<file path="src/rtl/sim_fixed_pkg.sv">
// Shared fixed-point types, limits and saturating arithmetic helpers for the
// circuit-simulator datapath (signed Q8.8 at default widths).
package sim_fixed_pkg;

    localparam int W    = 16;
    localparam int FRAC = 8;

    localparam logic signed [W-1:0] Q_MAX = 16'sh7FFF;
    localparam logic signed [W-1:0] Q_MIN = 16'sh8000;

    typedef enum logic [2:0] {
        IDLE  = 3'd0,
        MUL_L = 3'd1,
        MUL_C = 3'd2,
        UPD   = 3'd3,
        DONE  = 3'd4
    } state_t;

    // Clamp a W+1 bit intermediate back into the W-bit range; overflow shows as differing top bits.
    function automatic logic signed [W-1:0] sat_wide(input logic signed [W:0] s);
        logic signed [W-1:0] r;
        if (s[W] != s[W-1]) begin
            r = s[W] ? Q_MIN : Q_MAX;
        end else begin
            r = s[W-1:0];
        end
        return r;
    endfunction

    function automatic logic signed [W-1:0] sat_add(input logic signed [W-1:0] a,
                                                    input logic signed [W-1:0] b);
        return sat_wide({a[W-1], a} + {b[W-1], b});
    endfunction

    function automatic logic signed [W-1:0] sat_sub(input logic signed [W-1:0] a,
                                                    input logic signed [W-1:0] b);
        return sat_wide({a[W-1], a} - {b[W-1], b});
    endfunction

    function automatic logic signed [W-1:0] sat_neg(input logic signed [W-1:0] a);
        return sat_sub({W{1'b0}}, a);
    endfunction

endpackage

</file>
<file path="src/rtl/sat_fixed_mul.sv">
// Combinational signed fixed-point multiply: full-width product, arithmetic
// shift (truncation toward -inf), then saturation to the W-bit range.
module sat_fixed_mul
    import sim_fixed_pkg::*;
(
    input  logic signed [W-1:0] a,
    input  logic signed [W-1:0] b,
    output logic signed [W-1:0] p
);

    logic signed [2*W-1:0] a_ext_s;
    logic signed [2*W-1:0] b_ext_s;
    logic signed [2*W-1:0] prod_s;
    logic signed [2*W-1:0] shift_s;
    logic                  fits_s;

    assign a_ext_s = {{W{a[W-1]}}, a};
    assign b_ext_s = {{W{b[W-1]}}, b};
    assign prod_s  = a_ext_s * b_ext_s;
    assign shift_s = prod_s >>> FRAC;
    // Result fits when every bit from the W-bit sign position upward agrees.
    assign fits_s  = (&shift_s[2*W-1:W-1]) | (~|shift_s[2*W-1:W-1]);

    // Select truncated product or the saturation limit matching the product sign.
    always_comb begin
        p = shift_s[W-1:0];
        if (fits_s) begin
            p = shift_s[W-1:0];
        end else if (shift_s[2*W-1]) begin
            p = Q_MIN;
        end else begin
            p = Q_MAX;
        end
    end

endmodule

</file>
<file path="src/rtl/companion_history_update.sv">
// Trapezoidal companion-model history update: one shared saturating multiplier
// sequenced over MUL_L/MUL_C/UPD/DONE, producing z = [-I_L ; I_L+I_C ; E].
module companion_history_update
    import sim_fixed_pkg::*;
(
    input  logic         clk,
    input  logic         rst,
    input  logic         start,
    input  logic         hist_clr,
    input  logic [W-1:0] v1,
    input  logic [W-1:0] v2,
    input  logic [W-1:0] g_l,
    input  logic [W-1:0] g_c,
    input  logic [W-1:0] e_src,
    output logic         busy,
    output logic         done,
    output logic [W-1:0] z0,
    output logic [W-1:0] z1,
    output logic [W-1:0] z2
);

    state_t state_r;
    state_t state_next_s;

    logic signed [W-1:0] v1_r, v2_r, g_l_r, g_c_r, e_r;
    logic signed [W-1:0] i_l_r, i_c_r;
    logic signed [W-1:0] p_l_r, p_c_r;
    logic signed [W-1:0] diff_s, mul_a_s, mul_b_s, mul_p_s;

    assign diff_s = sat_sub(v1_r, v2_r);

    sat_fixed_mul u_mul (
        .a (mul_a_s),
        .b (mul_b_s),
        .p (mul_p_s)
    );

    // Operand mux for the shared multiplier: inductor branch except in MUL_C.
    always_comb begin
        mul_a_s = diff_s;
        mul_b_s = g_l_r;
        if (state_r == MUL_C) begin
            mul_a_s = v2_r;
            mul_b_s = g_c_r;
        end else begin
            mul_a_s = diff_s;
            mul_b_s = g_l_r;
        end
    end

    // Next-state logic; clear outranks start in IDLE.
    always_comb begin
        state_next_s = state_r;
        case (state_r)
            IDLE:    state_next_s = (start && !hist_clr) ? MUL_L : IDLE;
            MUL_L:   state_next_s = MUL_C;
            MUL_C:   state_next_s = UPD;
            UPD:     state_next_s = DONE;
            DONE:    state_next_s = IDLE;
            default: state_next_s = IDLE;
        endcase
    end

    // State register.
    always_ff @(posedge clk) begin
        if (rst) begin
            state_r <= IDLE;
        end else begin
            state_r <= state_next_s;
        end
    end

    // Datapath, history and registered outputs.
    always_ff @(posedge clk) begin
        if (rst) begin
            busy  <= 1'b0;
            done  <= 1'b0;
            z0    <= {W{1'b0}};
            z1    <= {W{1'b0}};
            z2    <= {W{1'b0}};
            i_l_r <= {W{1'b0}};
            i_c_r <= {W{1'b0}};
            p_l_r <= {W{1'b0}};
            p_c_r <= {W{1'b0}};
            v1_r  <= {W{1'b0}};
            v2_r  <= {W{1'b0}};
            g_l_r <= {W{1'b0}};
            g_c_r <= {W{1'b0}};
            e_r   <= {W{1'b0}};
        end else begin
            done <= 1'b0;
            case (state_r)
                IDLE: begin
                    if (hist_clr) begin
                        i_l_r <= {W{1'b0}};
                        i_c_r <= {W{1'b0}};
                    end else if (start) begin
                        v1_r  <= v1;
                        v2_r  <= v2;
                        g_l_r <= g_l;
                        g_c_r <= g_c;
                        e_r   <= e_src;
                        busy  <= 1'b1;
                    end
                end
                MUL_L: p_l_r <= mul_p_s;
                MUL_C: p_c_r <= mul_p_s;
                UPD: begin
                    i_l_r <= sat_add(i_l_r, p_l_r);
                    i_c_r <= sat_sub(p_c_r, i_c_r);
                end
                DONE: begin
                    z0   <= sat_neg(i_l_r);
                    z1   <= sat_add(i_l_r, i_c_r);
                    z2   <= e_r;
                    done <= 1'b1;
                    busy <= 1'b0;
                end
                default: busy <= 1'b0;
            endcase
        end
    end

endmodule

</file>
<file path="config.mk">
export PLATFORM = sky130hd
export DESIGN_NAME = companion_history_update
export DESIGN_NICKNAME = d
export VERILOG_FILES = /design/src/rtl/sim_fixed_pkg.sv /design/src/rtl/sat_fixed_mul.sv /design/src/rtl/companion_history_update.sv
export SDC_FILE = /design/constraint.sdc
export NUM_CORES = 1
export LEC_CHECK = 0
export BUFFER_PORTS_ARGS = -buffer_cell sky130_fd_sc_hd__buf_4
export CAP_MARGIN = 20
export CORE_MARGIN = 8
export CORE_UTILIZATION = 38
export CTS_BUF_LIST = sky130_fd_sc_hd__clkbuf_16
export DETAILED_ROUTE_END_ITERATION = 6
export GPL_ROUTABILITY_DRIVEN = 1
export PLACE_DENSITY = 0.62
export SETUP_SLACK_MARGIN = 0.4
export SLEW_MARGIN = 20
export SYNTH_ARGS = -nofsm -noshare
export SYNTH_HDL_FRONTEND = slang
export SYNTH_SLANG_ARGS = --single-unit
</file>
<file path="constraint.sdc">
create_clock -name clk -period 12.5 [get_ports clk]
set_input_delay 2.5 -clock clk [delete_from_list [all_inputs] [get_ports clk]]
set_output_delay 2.5 -clock clk [all_outputs]
set_load 0.01 [all_outputs]
</file>
After elaboration in Yosys (flattened, before gate mapping)
Index checks and enable logic that the tools add are counted.
Storage, ports and cells
  input bits: 84
  word-level logic and storage cells: 70
  bits in registers: 197
  output and inout port bits: 50
Cells by class
  $add $sub $neg: 5
  bitwise gates (word level): 3
  reductions and logical operators: 11
  equality and inequality tests: 12
  mux-type cells: 23
  multipliers: 1
Operators by type and width (number)
  two-way mux 16 bit: 15
  one-hot mux 16 bit (2 select lines): 2
  adder 16 x 16 -> 17 bit: 2
  subtractor 16 x 16 -> 17 bit: 2
  multiplier 16 x 16 -> 32 bit: 1
  subtractor 1 x 16 -> 17 bit, first input constant: 1
  one-hot mux 3 bit (4 select lines): 1
  AND reduction 9 bit: 1
  OR reduction 9 bit: 1
  == test 3 x 2 -> 1 bit, second input constant: 2
  != test 2 bit, second input constant: 3
  AND reduction 3 bit: 2
  != test 1 bit: 5
  two-way mux 1 bit: 4
  == test 3 x 1 -> 1 bit, second input constant: 1
  == test 3 bit, second input constant: 1
  zero test 3 bit: 1
  OR reduction 3 bit: 1
  zero test 1 bit: 2
  NOT 1 bit: 2
  one-hot mux 1 bit (2 select lines): 1
  AND reduction 2 bit: 1
  nonzero test 2 bit: 1
  logical AND 1 bit: 1
  OR 1 bit: 1

Logic depth before layout (Yosys ltp)
Gate-level depths: netlist of run 1.
  depth after elaboration: 9
  depth in mapped cells: 44
  depth with buffers taken out: 41

Modules after synthesis
From an unflattened synthesis of run 1, not the netlist that was laid out.
Unflattened totals
  cell total of the unflattened synthesis: 2529
  area, all modules: 21022.7 um2
Modules (own cells, without submodules)
  companion_history_update: times used 1, area an instance 10859.2 um2, cells each 1393, seq. area each 3943.8 um2
  sat_fixed_mul: times used 1, area an instance 10163.5 um2, cells each 1136, seq. area each 0.0 um2

Least setup slack after synthesis of run 1
OpenSTA, ideal clock, no wires.
  path type: reg2reg
  from: reg v2_r[1]
  to: reg p_c_r[10]
  setup time: 126 ps
  data arrival time: 10117 ps
  period minus slack after synthesis: 10244 ps
  slack: 2256 ps
  path buffers: 3
  stages on the path, launching flop included: 44
  data required time: 12374 ps
  cell sequence: dfxtp_1 inv_1 ha_1 nor2b_1 o21ai_0 a21boi_0 o21ai_0 a21boi_0 o2111a_1 or3_1 a41o_1 and3_1 or3_1 ha_1 inv_1 or3_1 clkbuf_1 o311ai_0 (+8 left out) fa_1 fa_1 inv_1 fa_1 inv_1 ha_1 clkbuf_1 a21oi_1 o21ai_0 a21oi_1 nand2_1 a2111oi_0 nor3_1 a211oi_1 nand4_1 o211ai_2 buf_6 o211ai_1
Between the ends
  cells in the longest elaborated chain, start to end: 9
  elaborated cells between the ends (all ways): 12
  classes of those cells: add/sub: 1; mul: 1; eq/ne: 1; mux: 5; bitwise: 1; reduce/logical: 3
RTL lines
  from (decl): RTL line companion_history_update.sv:25  | logic signed [W-1:0] v1_r, v2_r, g_l_r, g_c_r, e_r;
  from (signal assigned): RTL line companion_history_update.sv:86  | v2_r <= {W{1'b0}};
  from (signal assigned): RTL line companion_history_update.sv:99  | v2_r <= v2;
  subtractor 16 x 16 -> 17 bit: RTL line sim_fixed_pkg.sv:37  | return sat_wide({a[W-1], a} - {b[W-1], b});
  two-way mux 16 bit / != test 1 bit (equally long branches): RTL line sim_fixed_pkg.sv:23, sim_fixed_pkg.sv:22
  two-way mux 16 bit: RTL line sim_fixed_pkg.sv:22  | if (s[W] != s[W-1]) begin
  two-way mux 16 bit (*): RTL line companion_history_update.sv:42  | if (state_r == MUL_C) begin
  multiplier 16 x 16 -> 32 bit (*): RTL line sat_fixed_mul.sv:19  | assign prod_s = a_ext_s * b_ext_s;
  OR reduction 9 bit: RTL line sat_fixed_mul.sv:22  | assign fits_s = (&shift_s[2*W-1:W-1]) | (~|shift_s[2*W-1:W-1]);
  zero test 1 bit: RTL line sat_fixed_mul.sv:22
  OR 1 bit: RTL line sat_fixed_mul.sv:22
  two-way mux 16 bit (*): RTL line sat_fixed_mul.sv:27  | if (fits_s) begin
  to (signal assigned): RTL line companion_history_update.sv:84  | p_c_r <= {W{1'b0}};
  to (signal assigned): RTL line companion_history_update.sv:107  | MUL_C: p_c_r <= mul_p_s;
  to (decl): RTL line companion_history_update.sv:27  | logic signed [W-1:0] p_l_r, p_c_r;
Every way passes the cells marked *; elsewhere a longest branch is shown, timed or not.
A chain may end at the register's enable or synchronous reset.

Final worst setup path of run 1
  from: reg v2_r[1]
  to: reg p_c_r[4]
The elaborated chain is that of the path after synthesis.

==> qor.yml, run 1 <==
skew_ps: 13.4
cp_slowest_cell: "fa_1"
clock_latency_ps: 450
p_per_area_nw_per_um2: 211
avgViaCountPerCell: 5.32
initial_core_util: 0.385
fmax_ghz: 0.0874
antenna_cells: 0
slew_viol_final: 0
antenna_left: 0
drive_above_1_share: 0.0921
antenna_found_initial: 0
clkTransAtPathRegs_ps: 80
grt-ovfl-total: 0
crit_path_start_kind: "flip-flop"
rr_endpoint: "p_c_r[4]"
synth_seq_cells: 197
synth_edf_count: 0
post-place-ws_ps: 88.5
num_vias: 17600
clockRootBuffer: "clkbuf_16"
grt_pass1_vias: 17600
htreeDepth: 4
status: "finished, final reports clean"
path_max_fanout: 30
cp_slowest_stage_delay_ps: 600
slew_headroom: 0.216
syn_to_final_growth_pct: 11.6
nets: 3100
die_h_um: 250
synth_top_area_cell: "fa_1"
rsz0062_at_grt: "false"
cts_buffers: 17
worstPathRequired_ps: 12870
drtIter0Drc: 1354
worst_setup_path_startpoint: "v2_r[1]"
hold_start: "e_r[13]"
drtPass1Iterations: 6
synth-async-reset-ratio: 0
cp-end-kind: "flip-flop"
routabilityCongestion: 0.922
worstPathArrival_ps: 11820
ioPinCount: 134
core_um2: 53900
worst_pin_slew_ps: 1170
cts_tree: "yes"
track_usage: 0.184
r2r_setup_slack_ps: 1050
num_rows: 85
synthCells: 2533
cts.sinks: 197
crit_top_cell: "fa_1"
die_x_um: 250
synth_top_cell_area_share: 0.255
hold_viol_final: 0
post-dp-hpwl_mm: 47.8
drcViolationCount: 0
yosys_warnings: 0
fin_util: 0.430
grt_start_max_net_pins: 100
avgSynthCellArea_um2: 8.20
dp_cells: 3279
fin_crit_ps: 11450
p_leak_nw: 10.5
yosysSeqAreaShare: 0.190
synth.distinct_cells: 75
hold_path_class: "reg2reg"
netlist_top_cells_area: "fa_1, dfxtp_1, ha_1"
final.setup.worst_slack_ps: 1050
hold_ws_ps: 450
syn-num-nets: 3028
finalSetupViolations: 0
finalSetupTns_ps: 0
vdd_drop_max_mv: 0.186
endpoint: "p_c_r[4]"
maxCapViolations: 0
netlist_area_um2: 20800
wl_per_cell_um: 17.5
r2r-start: "v2_r[1]"
period_share: 0.916
dpl_cell_area_um2: 22400
ff2ff_path_depth: 40
synth_ff_type: "dfxtp_1"
nFillCells: 5391
crit_type: "reg2reg"
grt_pass1_wl_mm: 93.9
drt-total-wl_mm: 58.0
p_total_mw: 4.89
synth.most_common_cell: "nand2_1"
cts_buffer_depth: 2
io_buffers: 133
layout.cells.non_filler: 3314
design_area_um2: 23200
yosys-top-cells-count: "nand2_1, inv_1, fa_1"
dieArea_um2: 62400
timing repair:
| item | 4_1_cts | 5_1_grt |
|---|---|---|
| endpoints found under the setup margin | 30 | 32 |
| hold buffers | 0 | 0 |
| pin swaps | 0 | 2 |
| gates resized for setup | 2 | 25 |
| setup buffers | 0 | 2 |
critical path, delay by kind of cell (launching register included):
family,cells,cell delay [ps]
buffers and inverters,7,850
and+or+nand+nor,10,3060
DFF,1,370
adders and majority gates,9,4170
AOI/OAI and AO/OA,14,2910
layout make-up:
cell class                 instances  area, µm²  area share
clock buffer                      17        425      0.0183
clock inverter                    15        150     0.00648
inverter                         357       1340      0.0578
multi-input combinational       1869      15200       0.656
sequential                       197       3940       0.170
tap                              696        871      0.0376
timing repair buffer             163       1260      0.0542
placed cells by master, fill, tap and decap left out, types with 13 or more instances in the layout:
cell and n:
clkbuf_16 17, inv_1 358, nand4_1 14, nand2_1 444, a21o_1 25, o21ai_0 60
nor2_1 226, ha_1 145, o21a_1 19, nand3_1 26, fa_1 265, a21oi_1 171
a211oi_1 38, xor2_1 33, and3_1 13, mux2i_1 16, dfxtp_1 197, xnor2_1 53
o211ai_1 45, buf_4 160, or3_1 21, nor3_1 46, a221o_1 24, maj3_1 17
metal layers:
metal | vias to the layer above | GRT usage | part of all wire | wire (µm)
li1 | 8432 | - | - | -
met1 | 8657 | 0.254 | 0.46 | 26500
met2 | 483 | 0.299 | 0.47 | 27400
met3 | 51 | 0.0320 | 0.057 | 3320
met4 | 0 | 0.0381 | 0.013 | 765
met5 | - | 0 | 0 | 0
where the power goes:
part / total, mW / internal, mW / switching [mW]
registers: 0.729 / 0.683 / 0.0465
clock network: 0.546 / 0.281 / 0.265
logic: 3.62 / 1.29 / 2.33
cells by family (layout without fill, tap and decap cells):
logic type,after synthesis,in the layout,share of synthesized area
multiplexers,19,19,0.00964
AND/OR/NAND/NOR,846,846,0.171
flip-flops,197,197,0.190
XOR/XNOR,87,87,0.0367
buffers and inverters,467,552,0.0864
adder cells (fa/ha/maj),428,428,0.352
AO/OA/AOI/OAI,489,489,0.155
flip-flops by register name (all words and copies together) (netlist names), 3 cells and up:
name,cells
z2,16
i_c_r,16
z0,16
p_l_r,16
g_c_r,16
e_r,16
g_l_r,16
v1_r,16
p_c_r,16
state_r,3
i_l_r,16
z1,16
v2_r,16
worst min path at each step:
stage / slack [ps] / endpoint / cells after the start
3_3_place_gp: 440 / z2[9] / 2
4_1_cts: 450 / z2[15] / 2
5_1_grt: 470 / z2[15] / 2
2_1_floorplan: 430 / z2[0] / 2
3_5_place_dp: 440 / z2[7] / 2
6_report: 450 / z2[13] / 2
No activity file was read; power rests on OpenSTA's default activity.
==> run 2: changes to the inputs <==
--- a/config.mk
+++ b/config.mk
@@ -17,4 +17,5 @@
 export SLEW_MARGIN = 20
 export SYNTH_ARGS = -nofsm -noshare
 export SYNTH_HDL_FRONTEND = slang
+export SYNTH_HIERARCHICAL = 1
 export SYNTH_SLANG_ARGS = --single-unit
==> run 2 against run 1 <==
- sequential power increased by 0.7%
- critical path type unchanged
- maximum frequency grew 14%
- register-to-register slack better by 1400 ps
- worst setup slack improved by 1400 ps
- via count is 2.0% lower
- largest cell class unchanged
==> qor.yml, run 2 <==
status: "finished, final reports clean"
initial_core_util: 0.383
netlist_top_cells_area: "fa_1, dfxtp_1, nand2_1"
cp_slowest_cell: "a31oi_2"
grt_pass1_vias: 17700
period_share: 0.802
worstPathArrival_ps: 10420
hold_depth: 2
clkTransAtPathRegs_ps: 90
worstPathRequired_ps: 12890
core_um2: 54900
crit_path_start_kind: "flip-flop"
cts_buffers: 17
yosys_warnings: 6
cts_tree: "yes"
rsz0062_at_grt: "false"
synth.distinct_cells: 91
met1_length_mm: 26.0
cts.sinks: 197
p_leak_nw: 10.5
min_to: "z2[14]"
syn-num-nets: 3022
fmax_ghz: 0.0997
post_cts_buffers: 0
clockRootBuffer: "clkbuf_16"
rr_endpoint: "p_c_r[1]"
hold_viol_final: 0
ff2ff_path_depth: 35
drcViolationCount: 0
routed-wl-met2_mm: 27.5
synth_top_cell_area_share: 0.252
antenna_found_initial: 0
synth-async-reset-ratio: 0
cp-end-kind: "flip-flop"
hold_buffers: 0
antenna_cells: 0
synthCells: 2529
routabilityCongestion: 0.890
io_buffers: 133
grt_start_max_net_pins: 83
post-dp-hpwl_mm: 45.0
final_common_cell: "nand2_1"
synth_seq_cells: 197
r2r_setup_slack_ps: 2470
fin_crit_ps: 10030
antenna_left: 0
drtIter0Drc: 1074
syn_to_final_growth_pct: 10.3
clock_latency_ps: 460
num_vias: 17300
avgViaCountPerCell: 5.24
yosysSeqAreaShare: 0.188
finalSetupTns_ps: 0
slew_viol_final: 0
die_x_um: 251
num_rows: 86
hold_ws_ps: 449
dieArea_um2: 63100
hold_start: "e_r[14]"
maxCapViolations: 0
avgSynthCellArea_um2: 8.31
slew_headroom: 0.305
r2r-start: "v1_r[0]"
grt_pass1_wl_mm: 93.7
cp_slowest_stage_delay_ps: 900
drtPass1Iterations: 5
skew_ps: 11.6
nets: 3072
maxUsedRoutingLayer: "met4"
nFillCells: 5487
drt-total-wl_mm: 57.4
crit_top_cell: "fa_1"
wl_per_cell_um: 17.4
p_per_area_nw_per_um2: 208
post_cts_resized: 0
track_usage: 0.181
hold_path_class: "reg2reg"
crit_type: "reg2reg"
yosys-top-cells-count: "nand2_1, inv_1, fa_1"
synth_edf_count: 0
worst_pin_slew_ps: 1040
drive_above_1_share: 0.0980
wl_met3_mm: 2.67
synth_top_area_cell: "fa_1"
synth.most_common_cell: "nand2_1"
netlist_area_um2: 21000
finalSetupViolations: 0
fin_util: 0.423
cts_buffer_depth: 2
final_cell_mix: "nand2_1, inv_1, fa_1"
synth_ff_type: "dfxtp_1"
ioPinCount: 134
htreeDepth: 4
die_h_um: 251
vdd_drop_max_mv: 0.140
path_max_fanout: 22
grt-ovfl-total: 0
[run 2: routing by layer]
layer  global-route usage  up-vias
met2                0.307      439
met5                    0        -
met3               0.0250       71
met1                0.241     8509
met4               0.0454        0
li1                     -     8256
[run 2: kinds of logic after synthesis]
logic type	share of synthesized area
AOI/OAI and AO/OA	0.150
adders and majority gates	0.348
and+or+nand+nor	0.185
xor gates and xnor gates	0.0403
muxes	0.00280
DFF	0.188
buffers and inverters	0.0862
[run 2: worst max path at each step]
| stage | cells after the start | endpoint | slack [ps] | startpoint |
|---|---|---|---|---|
| floorplan | 39 | p_c_r[14] | 3500 | v1_r[0] |
| global placement | 35 | p_c_r[1] | 2670 | v1_r[0] |
| detailed placement | 35 | p_c_r[1] | 2490 | v1_r[0] |
| CTS | 35 | p_c_r[1] | 2470 | v1_r[0] |
| global route | 35 | p_l_r[3] | 1780 | v1_r[0] |
| finish | 35 | p_c_r[1] | 2470 | v1_r[0] |
[run 2: layout make-up]
| cell class | count | area, µm² | share of cell area |
|---|---|---|---|
| clock buffer | 17 | 425 | 0.0183 |
| clock inverter | 15 | 169 | 0.00728 |
| inverter | 342 | 1280 | 0.0553 |
| multi-input combinational | 1866 | 15300 | 0.661 |
| sequential | 197 | 3940 | 0.170 |
| tap | 704 | 881 | 0.0380 |
| timing repair buffer | 155 | 1160 | 0.0502 |
[run 2: worst max-delay path: cells and delay by family (launching register included)]
family	cells	cell delay, ps
flops	1	330
fa+ha+maj	9	3730
mux	1	220
buf+inv	5	260
compound gates	12	3460
simple gates	8	1950
[run 2: power by group]
part / internal, mW / switching [mW]
sequential: 0.682 / 0.0521
combinational: 1.31 / 2.21
clock: 0.272 / 0.300
total: 2.27 / 2.56
[run 2: metrics by stage]
step	total power [mW]	std cells	setup WS [ps]	area (µm²)
after floorplan	3.41	2529	3500	21000
after global placement	4.16	3264	2670	22600
after detailed placement	4.22	3264	2490	22600
after CTS	4.80	3296	2470	23200
after global routing	5.28	3296	1780	23200
final	4.82	3296	2470	23200
==> run 3: changes to the inputs <==
--- a/config.mk
+++ b/config.mk
@@ -12,7 +12,7 @@
 export CTS_BUF_LIST = sky130_fd_sc_hd__clkbuf_16
 export DETAILED_ROUTE_END_ITERATION = 6
 export GPL_ROUTABILITY_DRIVEN = 1
-export PLACE_DENSITY = 0.62
+export PLACE_DENSITY = 0.64
 export SETUP_SLACK_MARGIN = 0.4
 export SLEW_MARGIN = 20
 export SYNTH_ARGS = -nofsm -noshare
==> constraint.sdc (replaced) <==
create_clock -name clk -period 8.45 [get_ports clk]
set_input_delay 1.69 -clock clk [delete_from_list [all_inputs] [get_ports clk]]
set_output_delay 1.69 -clock clk [all_outputs]
set_load 0.01 [all_outputs]
==> run 3 against run 2 <==
- the run now ends with negative setup slack left
- wire length is 0.76% higher
- die area is the same
- total power grew 99%
- clock power grew 49%
- flip-flop and latch count did not move
- sequential power up 47%
- maximum frequency grew 14%
- cell count is 7.2% higher
- largest cell class unchanged
- largest power group unchanged
- highest routed layer unchanged
==> qor.yml, run 3 (synthesis results as in run 2) <==
crit_path_start_kind: "flip-flop"
status: "finished, violations left"
track_usage: 0.183
crit_top_cell: "fa_1"
finalSetupViolations: 30
cts_buffers: 17
slew_headroom: 0.322
avgViaCountPerCell: 5.13
num_vias: 18100
vdd_drop_max_mv: 0.282
slew_viol_final: 0
die_h_um: 251
antenna_left: 0
path_max_fanout: 8
initial_core_util: 0.383
hold_depth: 2
grt-ovfl-total: 0
ff2ff_path_depth: 38
crit_type: "reg2reg"
rsz0062_at_grt: "true"
cts_tree: "yes"
violations: "negative setup slack"
hold_path_class: "reg2reg"
post-dp-hpwl_mm: 46.6
drcViolationCount: 0
antenna_cells: 0
p_leak_nw: 11.8
p_total_mw: 9.60
num_rows: 86
final.setup.worst_slack_ps: -365
cts.sinks: 197
clockRootBuffer: "clkbuf_16"
finalSetupTns_ps: -8210
die_x_um: 251
dieArea_um2: 63100
grt_start_max_net_pins: 88
p_per_area_nw_per_um2: 365
drtIter0Drc: 983
hold_buffers: 0
maxCapViolations: 0
routabilityCongestion: 0.882
worstPathRequired_ps: 8790
clock_latency_ps: 470
cp-end-kind: "flip-flop"
clkTransAtPathRegs_ps: 80
grt_pass1_wl_mm: 96.4
worstPathArrival_ps: 9150
fin_crit_ps: 8810
design_area_um2: 26300
drive_above_1_share: 0.232
core_um2: 54900
hold_viol_final: 0
io_buffers: 133
dpl_cell_area_um2: 24300
syn_to_final_growth_pct: 25.1
final_common_cell: "nand2_1"
drt-total-wl_mm: 57.9
htreeDepth: 4
cp_slowest_cell: "fa_1"
antenna_found_initial: 0
ioPinCount: 134
nets: 3309
wl_per_cell_um: 16.4
grt_pass1_vias: 19200
skew_ps: 12.2
final_cell_mix: "nand2_1, buf_4, inv_1"
fin_util: 0.479
period_share: 1.04
cp_slowest_stage_delay_ps: 570
cts_buffer_depth: 2
drtPass1Iterations: 5
fmax_ghz: 0.113
worst_pin_slew_ps: 1010
[run 3: worst paths after layout]
| path | startpoint | end | slack, ps |
|---|---|---|---|
| worst max-delay path | v1_r[0] | p_c_r[5] | -360 |
| worst min register to register | e_r[3] | z2[3] | 450 |
| worst max register to register | v1_r[0] | p_c_r[5] | -360 |
| worst min-delay path | e_r[3] | z2[3] | 450 |
[run 3: critical path, delay by kind of cell, from the launching register on]
family	cells	cell delay [ps]
AOI/OAI and AO/OA	11	2110
DFF	1	340
adders and majority gates	9	3700
xor gates and xnor gates	1	190
muxes	1	440
buffers and inverters	8	790
and+or+nand+nor	8	1090
[run 3: repair_timing]
item,CTS,global route
endpoints found under the setup margin,32,32
cloned,3,4
hold endpoints to repair,0,0
pin swaps,33,36
buffers inserted,20,28
gates resized for setup,103,92
[run 3: report_power, final]
group	switching (mW)	total, mW	internal, mW
logic	4.07	7.67	3.60
clock network	0.403	0.852	0.450
registers	0.0713	1.08	1.01
[run 3: layout make-up]
cell class	instances	area [µm²]
multi-input cells	1868	16400
inverters	342	1290
clock buffers	17	425
flip-flops and latches	197	3950
well taps	704	881
repair buffers	390	3150
fillers	5190	28600
clock inverters	15	191
[run 3: metrics by stage]
step | hold WS (ps) | instances | setup WS (ps)
2_1_floorplan | 432 | 2529 | 27.1
3_3_place_gp | 436 | 3446 | -425
3_5_place_dp | 443 | 3446 | -567
4_1_cts | 453 | 3501 | -162
5_1_grt | 473 | 3533 | -644
6_report | 452 | 3533 | -365
[run 3: routing by layer]
metal,wire [µm],GRT usage
met5,0,0
met4,1320,0.0505
met3,2440,0.0227
met2,28900,0.326
met1,25200,0.231
